<file path="config.mk">
export PLATFORM = sky130hd
export DESIGN_NAME = mole_hit_scorer
export DESIGN_NICKNAME = d
export VERILOG_FILES = /design/src/rtl/mole_pkg.sv /design/src/rtl/mole_button_edge.sv /design/src/rtl/mole_hit_scorer.sv
export SDC_FILE = /design/constraint.sdc
export NUM_CORES = 1
export LEC_CHECK = 0
export ABC_AREA = 1
export ABC_CLOCK_PERIOD_IN_PS = 13100
export CAP_MARGIN = 10
export CORE_MARGIN = 2
export CORE_UTILIZATION = 40
export CTS_CLUSTER_DIAMETER = 40
export DETAILED_ROUTE_END_ITERATION = 6
export GPL_ROUTABILITY_DRIVEN = 0
export PLACE_DENSITY = 0.69
export SYNTH_ARGS = -nofsm -noshare
export SYNTH_HDL_FRONTEND = slang
export SYNTH_SLANG_ARGS = --single-unit
</file>
<file path="constraint.sdc">
create_clock -name clk -period 13.1 [get_ports clk]
set_clock_uncertainty 0.1 [all_clocks]
set_input_delay 1.31 -clock clk [delete_from_list [all_inputs] [get_ports clk]]
set_output_delay 1.31 -clock clk [all_outputs]
set_load 0.005 [all_outputs]
</file>
<file path="src/rtl/mole_pkg.sv">
// mole_pkg: shared scorer state type, score/miss constants and saturating BCD adder
package mole_pkg;

    typedef enum logic [1:0] {IDLE, PLAY, OVER} scorer_state_t;
    typedef logic [3:0] bcd_digit_t;

    localparam logic [11:0] SCORE_MAX_BCD = 12'h999;
    localparam int          MISS_W        = 4;

    function automatic logic [11:0] bcd_add_sat(input logic [11:0] s, input logic [3:0] n);
        logic [4:0] d0, d1, d2;
        logic       c0, c1;
        d0 = 5'(s[3:0]) + 5'(n);
        c0 = d0 > 5'd9;
        d0 = c0 ? d0 - 5'd10 : d0;
        d1 = 5'(s[7:4]) + 5'(c0);
        c1 = d1 > 5'd9;
        d1 = c1 ? d1 - 5'd10 : d1;
        d2 = 5'(s[11:8]) + 5'(c1);
        return (d2 > 5'd9) ? SCORE_MAX_BCD : {d2[3:0], d1[3:0], d0[3:0]};
    endfunction

endpackage

</file>
<file path="src/rtl/mole_button_edge.sv">
// mole_button_edge: two-flop button synchroniser followed by a rising-edge detector
module mole_button_edge (
    input  logic clk,
    input  logic reset,
    input  logic btn_i,
    output logic press_o
);

    logic [2:0] sh_q;

    always_ff @(posedge clk) begin
        if (reset) sh_q <= '0;
        else       sh_q <= {sh_q[1:0], btn_i};
    end

    assign press_o = sh_q[1] & ~sh_q[2];

endmodule

</file>
<file path="src/rtl/mole_hit_scorer.sv">
// mole_hit_scorer: hit/escape scoring and IDLE/PLAY/OVER game FSM; EMPTY_WHACK_PENALTY_EN charges presses on unlit moles as misses
module mole_hit_scorer
    import mole_pkg::*;
#(
    parameter int NUM_MOLES  = 4,
    parameter int MAX_MISSES = 5
) (
    input  logic                 clk,
    input  logic                 reset,
    input  logic                 start,
    input  logic [NUM_MOLES-1:0] led_on,
    input  logic [NUM_MOLES-1:0] button,
    output logic [11:0]          score_bcd,
    output logic [MISS_W-1:0]    misses,
    output logic                 hit,
    output logic                 playing,
    output logic                 game_over
);

    scorer_state_t         state_q, state_d;
    logic [11:0]           score_q, score_d;
    logic [MISS_W-1:0]     misses_q, misses_d;
    logic [NUM_MOLES-1:0]  led_q, armed_q, armed_d;
    logic [NUM_MOLES-1:0]  press, rise, fall, hit_v, miss_raw, miss_v;
    logic [4:0]            miss_sum;
    logic                  hit_q, playing_q, over_q, in_play;

    for (genvar i = 0; i < NUM_MOLES; i++) begin : g_btn
        mole_button_edge u_btn (
            .clk     (clk),
            .reset   (reset),
            .btn_i   (button[i]),
            .press_o (press[i])
        );
    end

    assign rise    = led_on & ~led_q;
    assign fall    = ~led_on & led_q;
    assign in_play = (state_q == PLAY) && !start;

`ifdef EMPTY_WHACK_PENALTY_EN
    assign miss_raw = (fall & armed_q) | (press & ~led_on & ~fall);
`else
    assign miss_raw = fall & armed_q;
`endif

    assign hit_v  = in_play ? (press & led_on & armed_q) : '0;
    assign miss_v = in_play ? miss_raw : '0;

    // start always wins: it clears the game and (re)enters PLAY from any state
    always_comb begin
        miss_sum = 5'(misses_q) + 5'($countones(miss_v));
        score_d  = start ? '0 : bcd_add_sat(score_q, 4'($countones(hit_v)));
        misses_d = start ? '0
                 : (miss_sum >= 5'(MAX_MISSES)) ? MISS_W'(MAX_MISSES) : miss_sum[MISS_W-1:0];
        state_d  = start ? PLAY
                 : (state_q == PLAY && miss_sum >= 5'(MAX_MISSES)) ? OVER : state_q;
        armed_d  = (state_d == PLAY && !start) ? (rise | (armed_q & ~hit_v & ~fall)) : '0;
    end

    always_ff @(posedge clk) begin
        if (reset) begin
            state_q   <= IDLE;
            score_q   <= '0;
            misses_q  <= '0;
            led_q     <= '0;
            armed_q   <= '0;
            hit_q     <= 1'b0;
            playing_q <= 1'b0;
            over_q    <= 1'b0;
        end else begin
            state_q   <= state_d;
            score_q   <= score_d;
            misses_q  <= misses_d;
            led_q     <= led_on;
            armed_q   <= armed_d;
            hit_q     <= |hit_v;
            playing_q <= state_d == PLAY;
            over_q    <= state_d == OVER;
        end
    end

    assign score_bcd = score_q;
    assign misses    = misses_q;
    assign hit       = hit_q;
    assign playing   = playing_q;
    assign game_over = over_q;

endmodule
</file>
### Word-level counts from Yosys, hierarchy flattened

Index checks and enable logic that the tools add are counted.

* register bits after elaboration: 41
* bits in latches: 0
* RAM bits: 0
* memory bits (read-only): 0
* input bits: 11
* output and inout bits: 19
* logic and storage cells: 71
* memories kept: 0

* add/sub/neg operators: 12
* $mul: 0
* divide/modulo/power cells: 0
* $lt $le $gt $ge: 4
* equal/unequal tests: 3
* shift operators: 0
* muxes and demuxes: 8
* bitwise gates (word level): 21
* reduce and logical (&&, ||, !) cells: 9

Operators with widths (number)
* bitwise AND 4 bit: 7
* two-way mux 4 bit: 4
* inverter 4 bit: 4
* greater-than comparator 5 x 4 -> 1 bit (second input constant): 3
* two-way mux 12 bit: 1
* adder 4 x 1 -> 5 bit: 2
* adder 4 x 3 -> 5 bit: 2
* adder 1 x 1 -> 2 bit: 4
* subtractor 4 bit (second input constant): 2
* adder 2 x 2 -> 3 bit: 2
* OR reduction 3 bit: 2
* >= comparator 5 x 3 -> 1 bit (second input constant): 1
* inverter 1 bit: 5
* bitwise AND 1 bit: 4
* == test 2 x 1 -> 1 bit (second input constant): 2
* two-way mux 2 bit: 2
* OR 4 bit: 1
* OR reduction 2 bit: 2
* OR reduction 4 bit: 1
* logical AND 1 bit: 3
* two-way mux 3 bit: 1
* == test 2 bit (second input constant): 1
* zero test 1 bit: 1

### Depth between registers and ports, before layout

* word-level depth: 15
* depth in mapped cells: 37
* gate-level depth less buffers: 37

### By module

A second synthesis with hierarchy kept.

* cells, all modules: 264
* area, all modules: 1999.4 µm²

Modules (own cells, without submodules)
* mole_hit_scorer: times used 1, cells an instance 224, area an instance 1654.1 µm², seq. area each 580.6 µm²
* mole_button_edge: times used 4, cells an instance 10, area an instance 86.3 µm², seq. area each 60.1 µm²

### Worst setup path after synthesis

OpenSTA, ideal clock, no wires.

* kind: input to register
* from: in start
* to: reg score_q[10], in the netlist score_bcd[10]
* library setup time: 56 ps
* data arrival time: 6160 ps
* required time: 12944 ps
* path slack: 6783 ps
* stages: 31
* buffers on the path: 0
* path through: nor3_4 > nand4_1 > fa_1 > inv_1 > fa_1 > inv_1 > fa_1 > ha_1 > a21oi_1 > a21oi_2 > nand2_2 > nand2_2 > ha_1 > ha_1 > inv_1 > nand2_1 > nand2_1 > inv_1 > ha_1 > nand2_1 > nand2_1 > nand3_1 > nand2_1 > ha_1 > ha_1 > xnor2_2 > nand2_1 > a21oi_4 > nand2_4 > or2_1 > inv_1

* cells in the longest elaborated chain, start to end: 12
* elaborated cells on any way between the ends: 13
* classes of those cells: 6 x add/sub; 3 x order compare; 1 x mux; 3 x reduce/logical

RTL lines
* start, declared: line mole_hit_scorer.sv:10 `input logic start,`
* zero test 1 bit: line mole_hit_scorer.sv:39 `assign in_play = (state_q == PLAY) && !start;`
* logical AND 1 bit: line mole_hit_scorer.sv:39
* two-way mux 4 bit: line mole_hit_scorer.sv:47 `assign hit_v = in_play ? (press & led_on & armed_q) : '0;`
* adder 1 x 1 -> 2 bit (not written as such): line mole_hit_scorer.sv:53 `score_d = start ? '0 : bcd_add_sat(score_q, 4'($countones(hit_v)));`
* adder 2 x 2 -> 3 bit (not written as such): line mole_hit_scorer.sv:53
* adder 4 x 3 -> 5 bit: line mole_pkg.sv:13 `d0 = 5'(s[3:0]) + 5'(n);`
* greater-than comparator 5 x 4 -> 1 bit: line mole_pkg.sv:14 `c0 = d0 > 5'd9;`
* adder 4 x 1 -> 5 bit: line mole_pkg.sv:16 `d1 = 5'(s[7:4]) + 5'(c0);`
* greater-than comparator 5 x 4 -> 1 bit: line mole_pkg.sv:17 `c1 = d1 > 5'd9;`
* adder 4 x 1 -> 5 bit: line mole_pkg.sv:19 `d2 = 5'(s[11:8]) + 5'(c1);`
* greater-than comparator 5 x 4 -> 1 bit: line mole_pkg.sv:20 `return (d2 > 5'd9) ? SCORE_MAX_BCD : {d2[3:0], d1[3:0], d0[3:0]};`
* OR reduction 3 bit (no line)
* end signal, assigned: line mole_hit_scorer.sv:73 `score_q <= score_d;`
* end, declared: line mole_hit_scorer.sv:21 `logic [11:0] score_q, score_d;`

Parallel ways exist; a longest one is shown, timed or not.
A chain may end at the register's enable or synchronous reset.

### Worst setup path after layout

* from: in start
* to: reg score_q[1], in the netlist score_bcd[1]

Same word-level chain as after synthesis.

==> results_dict.tcl <==
set metrics [dict create \
    status "finished clean" \
    start_util_pct 42.31 \
    antenna_found_initial 0 \
    cp-end-kind "register" \
    synth_warnings 0 \
    numCtsBuffers 5 \
    clk_pin_slew_ns 0.08 \
    synth_fa_ha_area_share_pct 12.03 \
    drt_iter0_drc 98 \
    timing.max_slew.rel_slack_pct 47.98 \
    fin_crit_sh_pct 54.10 \
    fmax_mhz 141.1 \
    leakage_nw 1.181 \
    cts_resized 0 \
    reg2reg_to "score_bcd[1]" \
    yosysSeqAreaShare_pct 40.27 \
    grt_pass1_wl_mm 6.354 \
    postCtsSetupRepairBufs 0 \
    muxShareOfSynthArea_pct 0 \
    post_drt_wl_per_cell_um 10.38 \
    syn-num-nets 295 \
    critPathKind "in -> reg" \
    setup_ws_ns 6.013 \
    power.density_nw_per_um2 99.18 \
    synth_top_family_by_area "simple AND/OR/NAND/NOR gates" \
    avgSynthCellArea_um2 7.605 \
    synth-seq-cells 41 \
    startpoint "start" \
    path_max_fanout 7 \
    die_area_um2 5682 \
    grt_pass1_vias 1461 \
    vias 1680 \
    required_ns 13.24 \
    fin_util_pct 52.39 \
    nets 329 \
    cp_slowest_cell "fa_1" \
    track_usage_pct 14.82 \
    drive_above_1_share_pct 7.261 \
    synth_compound_area_share_pct 5.770 \
    cts-root-buf "clkbuf_8" \
    clock_path_buffers 2 \
    crit_top_cell "nand2_1" \
    portBuffers 29 \
    dp_cells 362 \
    die_w_um 75.38 \
    ff2ff_setup_slack_ns 7.22 \
    wirelength_met1_mm 1.837 \
    slew_violations 0 \
    cts.sinks 41 \
    area_delta_synth_final_pct 23.82 \
    routed-wl-met3_um 156 \
    htreeDepth 2 \
    min_period_ns 7.087 \
    clk-insertion-delay-late_ns 0.29 \
    layout.cells.non_filler 370 \
    cts_tree "done" \
    min_path_type "reg -> reg" \
    rsz0062_at_grt "no" \
    drt-pass1-iter-count 4 \
    worst_ep_arrival_time_ns 7.23 \
    antennaDiodeCount 0 \
    r2r_cells 33 \
    avgViaCountPerCell 4.541 \
    netlist_area_um2 2038 \
    routed_wl_mm 3.840 \
    row_count 25 \
    ant_nets 0 \
    top_layer_used "met4" \
    slowest_delay_ns 0.55 \
    hold_viol_final 0 \
    num_io_pins 30 \
    tightest_slew_ns 0.7779 \
    holdBufCountCts 0 \
    synth-simple-area-share_pct 27.81 \
    core_um2 4817 \
    wl_met2_mm 1.803 \
    endpoint "score_bcd[1]" \
    maxCapViolCount 0 \
    r2r-start "state_q[0]" \
    synthXorXnorAreaFrac_pct 2.455 \
    ys_types 32 \
    die_y_um 75.38 \
    post-route-drc-count 0 \
    grt_max_degree 21 \
    setup_viol 0 \
    dp_hpwl_mm 2.932 \
    cp-start-kind "input port" \
    syn_inst 268 \
    irDropWorstVdd_mv 0.07979 \
    overflow 0 \
    tns_ns 0 \
    pre_cts_slack_ns 5.740 \
]
cells by family (layout without fill, tap and decap cells):
kind of cell               Yosys count  in the layout
buffers and inverters               62             97
DFF                                 41             41
adders and majority gates           16             16
other                                1              1
and+or+nand+nor                    125            125
xor gates and xnor gates             4              4
AOI/OAI and AO/OA                   19             19
critical path: cells and delay by family:
kind            cells  cell delay (ns)
compound gates      3             0.42
simple gates       14             1.63
fa+ha+maj           9             2.79
xor+xnor            1             0.17
buf+inv             6             0.92
layout by cell type, fill, tap and decap left out, types with 2 or more instances in the layout:
cell type        Yosys  routed
inv_1               59      59
nand2_1             46      46
dfxtp_1             41      41
nor2_1              38      38
clkdlybuf4s50_1      0      29
nand3_1             21      21
ha_1                10      10
a21oi_1              9       9
fa_1                 6       6
clkbuf_8             0       6
nand4_1              5       5
a31oi_1              4       4
nor3_1               3       3
o21ai_0              3       3
nand2_2              2       2
nor2_2               2       2
xnor2_2              2       2
metal layers:
layer	track usage, %	up-vias
met5	0	-
met4	6.433	0
met3	3.571	5
met2	23.38	40
met1	19.41	750
li1	-	885
state kept, by name, indices dropped and copies added (netlist names):
name              count
armed_q               4
led_q                 4
g_btn.u_btn.sh_q     12
playing               1
misses                4
game_over             1
score_bcd            12
hit                   1
state_q               2
cell usage after synthesis, drive strengths merged:
| master | number | area, µm² |
|---|---|---|
| xor2 | 1 | 8.760 |
| nand3 | 22 | 115.1 |
| buf | 1 | 5.000 |
| dfxtp | 41 | 820.8 |
| clkbuf | 1 | 3.750 |
| conb | 1 | 3.750 |
| or2 | 1 | 6.260 |
| nor3 | 4 | 31.28 |
| ha | 10 | 125.1 |
| a31oi | 4 | 25.02 |
| xnor2 | 3 | 41.29 |
| nor4 | 1 | 6.260 |
| fa | 6 | 120.1 |
| nand4 | 5 | 31.28 |
| inv | 60 | 225.2 |
| nand2 | 49 | 196.4 |
| a21oi | 11 | 70.07 |
| and3 | 1 | 7.510 |
| o21ai | 3 | 15.01 |
| and2 | 1 | 6.260 |
| a22oi | 1 | 7.510 |
| nor2 | 41 | 166.4 |
per-stage QoR:
step	hold slack, ns	total power [mW]	instance area (µm²)
CTS	0.3032	0.2527	2524
detailed placement	0.2936	0.1475	2404
finish	0.3018	0.2503	2524
global placement	0.2893	0.1471	2404
floorplan	0.2883	0.1404	2038
global route	0.3221	0.2610	2524
where the power goes:
part           leakage, nW  total, mW  switching [mW]  internal, mW
clock network       0.0574      0.106          0.0438        0.0619
registers            0.335      0.130         0.00176         0.128
logic                0.789     0.0149         0.00801       0.00691
layout make-up:
cell class                 instances  area, µm²
fill                             483       2293
multi-input combinational        165      983.4
sequential                        41      820.8
timing repair buffer              29      290.3
inverter                          60      225.2
tap                               67      83.83
clock buffer                       6      82.58
clock inverter                     2      37.54
worst min path at each step:
stage / startpoint / to / slack [ns] / depth (start not counted)
5_1_grt: g_btn[0].u_btn.sh_q[0] / g_btn[0].u_btn.sh_q[1] / 0.32 / 2
3_5_place_dp: g_btn[0].u_btn.sh_q[0] / g_btn[0].u_btn.sh_q[1] / 0.29 / 2
6_report: g_btn[0].u_btn.sh_q[0] / g_btn[0].u_btn.sh_q[1] / 0.30 / 2
4_1_cts: g_btn[0].u_btn.sh_q[0] / g_btn[0].u_btn.sh_q[1] / 0.30 / 2
3_3_place_gp: g_btn[3].u_btn.sh_q[0] / g_btn[3].u_btn.sh_q[1] / 0.29 / 2
2_1_floorplan: g_btn[0].u_btn.sh_q[0] / g_btn[0].u_btn.sh_q[1] / 0.29 / 2
No activity file was read; power rests on OpenSTA's default activity.
